## src/rtl/bus_wait_sequencer_pkg.sv

```systemverilog
// Shared types and constants for the host-bus wait-state sequencer.
package bus_wait_sequencer_pkg;

    typedef enum logic [2:0] {
        IDLE,
        WS,
        STROBE,
        ACK,
        DONE
    } state_t;

    localparam int unsigned REGION_W    = 2;
    localparam int unsigned NUM_REGIONS = 1 << REGION_W;

    // Read data returned to the host when the peripheral never acknowledges.
    localparam logic [15:0] TIMEOUT_DATA = 16'hDEAD;

    // A config write of all-ones to this region also clears the sticky timeout flag.
    localparam logic [REGION_W-1:0] CLEAR_REGION = REGION_W'(3);

endpackage

```

## src/rtl/bus_ws_cfg_regs.sv

```systemverilog
// Per-region wait-state register file: one write port, combinational read by region.
module bus_ws_cfg_regs
    import bus_wait_sequencer_pkg::*;
#(
    parameter int unsigned WS_W     = 4,
    parameter int unsigned WS_RESET = 2
) (
    input  logic                Clk,
    input  logic                ResetN,
    input  logic                CfgWr,
    input  logic [REGION_W-1:0] CfgRegion,
    input  logic [WS_W-1:0]     CfgData,
    input  logic [REGION_W-1:0] Region,
    output logic [WS_W-1:0]     WsOut
);

    logic [WS_W-1:0] wsReg [NUM_REGIONS];

    // Config writes land in any state; the sequencer copies its count at access start.
    always_ff @(posedge Clk or negedge ResetN) begin
        if (!ResetN) begin
            for (int unsigned i = 0; i < NUM_REGIONS; i++) begin
                wsReg[i] <= WS_W'(WS_RESET);
            end
        end else if (CfgWr) begin
            wsReg[CfgRegion] <= CfgData;
        end
    end

    assign WsOut = wsReg[Region];

endmodule

```

## src/rtl/bus_wait_sequencer.sv

```systemverilog
// Host-bus wait-state sequencer: stretches host cycles with Wait, inserts
// per-region wait states, issues one peripheral strobe and waits for PAck or timeout.
module bus_wait_sequencer
    import bus_wait_sequencer_pkg::*;
#(
    parameter int unsigned ADDR_W   = 12,
    parameter int unsigned DATA_W   = 16,
    parameter int unsigned WS_W     = 4,
    parameter int unsigned WS_RESET = 2,
    parameter int unsigned TO_W     = 8
) (
    input  logic                Clk,
    input  logic                ResetN,
    input  logic [ADDR_W-1:0]   Addr,
    input  logic [DATA_W-1:0]   DataWr,
    input  logic                Cs,
    input  logic                Rd,
    input  logic                Wr,
    output logic                Wait,
    output logic [DATA_W-1:0]   DataRd,
    input  logic                CfgWr,
    input  logic [REGION_W-1:0] CfgRegion,
    input  logic [WS_W-1:0]     CfgData,
    output logic [ADDR_W-1:0]   PAddr,
    output logic [DATA_W-1:0]   PDataWr,
    output logic                PRd,
    output logic                PWr,
    input  logic [DATA_W-1:0]   PDataRd,
    input  logic                PAck,
    output logic                TimeoutErr
);

    state_t              state;
    logic [WS_W-1:0]     wsCnt;
    logic [TO_W-1:0]     toCnt;
    logic                dirRd;
    logic [WS_W-1:0]     wsSel;
    logic [REGION_W-1:0] region;
    logic                hostActive;
    logic                timeoutHit;
    logic                clearCmd;

    assign hostActive = Cs & (Rd | Wr);
    assign region     = Addr[ADDR_W-1 -: REGION_W];
    assign timeoutHit = (state == ACK) && !PAck && (toCnt == '1);
    assign clearCmd   = CfgWr && (CfgRegion == CLEAR_REGION) && (CfgData == '1);

    bus_ws_cfg_regs #(
        .WS_W     (WS_W),
        .WS_RESET (WS_RESET)
    ) u_cfg (
        .Clk       (Clk),
        .ResetN    (ResetN),
        .CfgWr     (CfgWr),
        .CfgRegion (CfgRegion),
        .CfgData   (CfgData),
        .Region    (region),
        .WsOut     (wsSel)
    );

    // Wait rises with the start condition and drops in the cycle PAck or the timeout resolves.
    always_comb begin
        Wait = 1'b0;
        case (state)
            IDLE:       Wait = hostActive & ResetN;
            WS, STROBE: Wait = 1'b1;
            ACK:        Wait = !(PAck || (toCnt == '1));
            default:    Wait = 1'b0;
        endcase
    end

    // Access sequencer; strobes are registered so they are high exactly in STROBE.
    always_ff @(posedge Clk or negedge ResetN) begin
        if (!ResetN) begin
            state   <= IDLE;
            wsCnt   <= '0;
            toCnt   <= '0;
            dirRd   <= 1'b0;
            PAddr   <= '0;
            PDataWr <= '0;
            PRd     <= 1'b0;
            PWr     <= 1'b0;
            DataRd  <= '0;
        end else begin
            PRd <= 1'b0;
            PWr <= 1'b0;
            case (state)
                IDLE: begin
                    if (hostActive) begin
                        PAddr   <= Addr;
                        PDataWr <= DataWr;
                        dirRd   <= Rd;
                        wsCnt   <= wsSel;
                        if (wsSel == '0) begin
                            state <= STROBE;
                            PRd   <= Rd;
                            PWr   <= !Rd;
                        end else begin
                            state <= WS;
                        end
                    end
                end
                WS: begin
                    if (!hostActive) begin
                        state <= IDLE;
                    end else if (wsCnt == WS_W'(1)) begin
                        state <= STROBE;
                        PRd   <= dirRd;
                        PWr   <= !dirRd;
                    end else begin
                        wsCnt <= wsCnt - WS_W'(1);
                    end
                end
                STROBE: begin
                    toCnt <= '0;
                    state <= ACK;
                end
                ACK: begin
                    if (PAck) begin
                        if (dirRd) DataRd <= PDataRd;
                        state <= DONE;
                    end else if (toCnt == '1) begin
                        if (dirRd) DataRd <= DATA_W'(TIMEOUT_DATA);
                        state <= DONE;
                    end else begin
                        toCnt <= toCnt + TO_W'(1);
                    end
                end
                DONE: begin
                    if (!hostActive) state <= IDLE;
                end
                default: state <= IDLE;
            endcase
        end
    end

    // Sticky timeout flag; a timeout in the same cycle as the clear write wins.
    always_ff @(posedge Clk or negedge ResetN) begin
        if (!ResetN) begin
            TimeoutErr <= 1'b0;
        end else if (timeoutHit) begin
            TimeoutErr <= 1'b1;
        end else if (clearCmd) begin
            TimeoutErr <= 1'b0;
        end
    end

endmodule

```

## config.mk

```make
export PLATFORM = sky130hd
export DESIGN_NAME = bus_wait_sequencer
export DESIGN_NICKNAME = d
export VERILOG_FILES = /design/src/rtl/bus_wait_sequencer_pkg.sv /design/src/rtl/bus_ws_cfg_regs.sv /design/src/rtl/bus_wait_sequencer.sv
export SDC_FILE = /design/constraint.sdc
export NUM_CORES = 1
export LEC_CHECK = 0
export CORE_AREA = 2 2 88 90
export CTS_CLUSTER_SIZE = 28
export DETAILED_ROUTE_END_ITERATION = 10
export DIE_AREA = 0 0 90 92
export HOLD_SLACK_MARGIN = 0.12
export PLACE_DENSITY = 0.83
export SETUP_SLACK_MARGIN = 0.5
export SLEW_MARGIN = 20
export SYNTH_ARGS = -nofsm -noshare
export SYNTH_HDL_FRONTEND = slang
export SYNTH_HIERARCHICAL = 1
export SYNTH_SLANG_ARGS = --single-unit
```

## constraint.sdc

```tcl
create_clock -name Clk -period 4.41 [get_ports Clk]
set_clock_uncertainty 0.2 [all_clocks]
set_input_delay 0.441 -clock Clk [delete_from_list [all_inputs] [get_ports Clk]]
set_output_delay 0.441 -clock Clk [all_outputs]
set_load 0.05 [all_outputs]
```

==> flow_summary.yaml <==
die:
  die_w_um: 90
  die_y_um: 92
  core-area_sq_um: 7447
  core.rowCount: 32
  die-area_sq_um: 8280
  ios: 105
  initial_core_util: 0.4805
cts:
  post_cts_resized: 0
  path_clk_slew_ns: 0.08
  cts_setup_buffers: 0
  cts_sinks: 79
  holdBufCountCts: 0
  cts_tree: "yes"
  htree_levels: 3
  clk-insertion-delay-late_ns: 0.35
  cts_buffers: 9
  cts-root-buf: "clkbuf_8"
  cts_buffer_depth: 2
hold_path:
  hp-class: "in -> async"
run:
  drv_cap: 0
pwr:
  ir_drop_mv: 0.4856
  cellLeakagePower_nw: 2.007
  powerDensity_nw_per_um2: 763.2
route:
  routedWlPerCell_um: 16.11
  dr.first_iter.drc_count: 165
  post-route-drc-count: 0
  drtPass1Iterations: 4
  ant_nets: 0
  vias_per_cell: 5.418
  drt_wl_total_mm: 7.781
  vias: 2617
global_routing:
  grt_use_total: 0.1967
  grtUsageMet2: 0.3127
  grt.overflow.total: 0
  grt_start_max_net_pins: 80
  grt_antenna_before_repair: 0
  grt_pass1_wl_mm: 13.04
  grt_pass1_vias: 2699
  met3_usage: 0.05834
  busiest_layer: "met2"
  use_met1: 0.2559
cells_and_area:
  post-route-util: 0.6556
  seq_area_sq_um: 1982
  fillers: 582
  num-nets-final: 436
  finalInstanceArea_sq_um: 4882
  layout_common_cells: "clkdlybuf4s50_1 (103), dfrtp_1 (75), mux2_2 (45)"
  drive_gt1_frac: 0.2073
  diodes: 0
  mostFrequentLayoutCell: "clkdlybuf4s50_1"
  multi_input_area_sq_um: 1456
  area_growth_pct: 36.43
setup_path:
  crit_path_top_delay_cell: "clkdlybuf4s50_1"
  cp_top_family: "buffers and inverters"
  worstPathCellList: "clkdlybuf4s50_1, nand4bb_4, a31oi_4, nor2_1, nand2_1, clkdlybuf4s50_1"
  r2r_slack_ns: 2.00
  path_max_fanout: 8
  arrival_ns: 2.58
  r2r_cells: 3
  r2r-end: "PAddr[8]"
  cpPeakStageDelay_ns: 0.80
  crit_required_ns: 3.77
  rr_startpoint: "state[1]"
  endpoint_kind: "primary output"
  worstSetupStartpointType: "primary input"
  cp_common_cell: "clkdlybuf4s50_1"
  cp_num_buf_inv: 2
  timing_worst_setup_path_type: "in -> out"
synthesis:
  synth_area_per_cell_sq_um: 13.11
  syn-instance-count: 273
  synth_seq_area_share: 0.5538
  yosysWarningCount: 6
  synth_ff_type: "dfrtp_1"
  synth_edf_count: 0
  ys_ff_latch: 79
  yosysUniqueCellTypes: 54
  async_reset_ff_frac: 1.000
  syn_area_sq_um: 3578
  syn-num-nets: 333
sta:
  rsz0062_at_grt: "false"
  drv_slew: 0
  max_slew.worst_pin.slew_ns: 0.9694
  finalHoldViolCount: 0
  min_period_over_period: 0.7304
  max-slew-margin-rel: 0.3537
  tns_ns: 0
  finalSetupViolations: 0
  min_period_ns: 3.221
  fmax_mhz: 310.4
outcome:
  status: "complete, no violations"
placed_design:
  port_buffers: 104
  gp_congestion: 0.8883
  placed_area_sq_um: 4646
  dpl.hpwl_mm: 5.671
[state kept, by name, summed over array words and instances (netlist names), 3 cells and up]
name,cells
DataRd,16
PAddr,12
PDataWr,16
state,3
toCnt,8
u_cfg/wsReg,16
wsCnt,4
[through the flow]
step | setup WS [ns] | total power, W | hold slack (ns) | std cells
after detailed placement | 1.205 | 0.003118 | 0.2929 | 467
final | 1.189 | 0.003726 | 0.1550 | 483
after floorplan | 2.259 | 0.002516 | -0.05459 | 273
after global routing | 1.084 | 0.003912 | 0.2411 | 483
after CTS | 1.190 | 0.003757 | 0.1946 | 483
after global placement | 1.254 | 0.003067 | 0.2763 | 467
[cells by family after synthesis]
kind of cell | Yosys count | share of synthesized area
muxes | 51 | 0.1738
xor gates and xnor gates | 1 | 0.002448
buffers and inverters | 22 | 0.03916
adders and majority gates | 3 | 0.01049
and+or+nand+nor | 67 | 0.1182
AOI/OAI and AO/OA | 50 | 0.1021
DFF | 79 | 0.5538
[per-layer routing]
layer,part of all wire,up-vias
li1,-,1215
met1,0.43,1283
met2,0.48,106
met3,0.073,13
met4,0.015,0
met5,0,-
[power breakdown]
group          total, W  leakage, nW  switching [W]  internal [W]
combinational   0.00188        0.936        0.00116      0.000724
clock          0.000634        0.120       0.000259      0.000375
sequential      0.00121        0.951       0.000202       0.00101
[synthesized netlist by cell type (2+ instances only)]
cell type / number / area share
dfrtp_1: 75 / 0.52
mux2_2: 45 / 0.14
o21ai_0: 18 / 0.025
nand2_1: 13 / 0.014
o22a_1: 11 / 0.027
nand3_1: 10 / 0.014
inv_1: 9 / 0.0094
nor2_1: 8 / 0.0084
nand4_1: 7 / 0.012
and3_1: 5 / 0.0087
nor3_1: 5 / 0.0070
buf_4: 4 / 0.0084
dfstp_2: 4 / 0.029
a21oi_1: 3 / 0.0042
buf_2: 3 / 0.0042
buf_6: 3 / 0.0094
ha_1: 3 / 0.010
mux4_2: 3 / 0.019
a211o_1: 2 / 0.0049
nand3b_1: 2 / 0.0042
nor2_4: 2 / 0.0063
nor2b_1: 2 / 0.0035
nor3b_1: 2 / 0.0042
nor3b_2: 2 / 0.0070
o211ai_1: 2 / 0.0042
o31ai_1: 2 / 0.0042
[layout make-up]
class | count | share of cell area
clock inverter | 6 | 0.02230
sequential | 79 | 0.4059
multi-input combinational | 172 | 0.2983
tap | 102 | 0.02614
clock buffer | 10 | 0.02614
inverter | 9 | 0.006920
timing repair buffer | 105 | 0.2142
[how the worst max path moves through the flow]
stage	start	cells past startpoint	to
3_5_place_dp	PAck	6	Wait
4_1_cts	PAck	6	Wait
3_3_place_gp	PAck	6	Wait
2_1_floorplan	PAck	5	Wait
6_report	PAck	6	Wait
5_1_grt	PAck	6	Wait
Note: power is estimated with default switching activity, not from simulation.
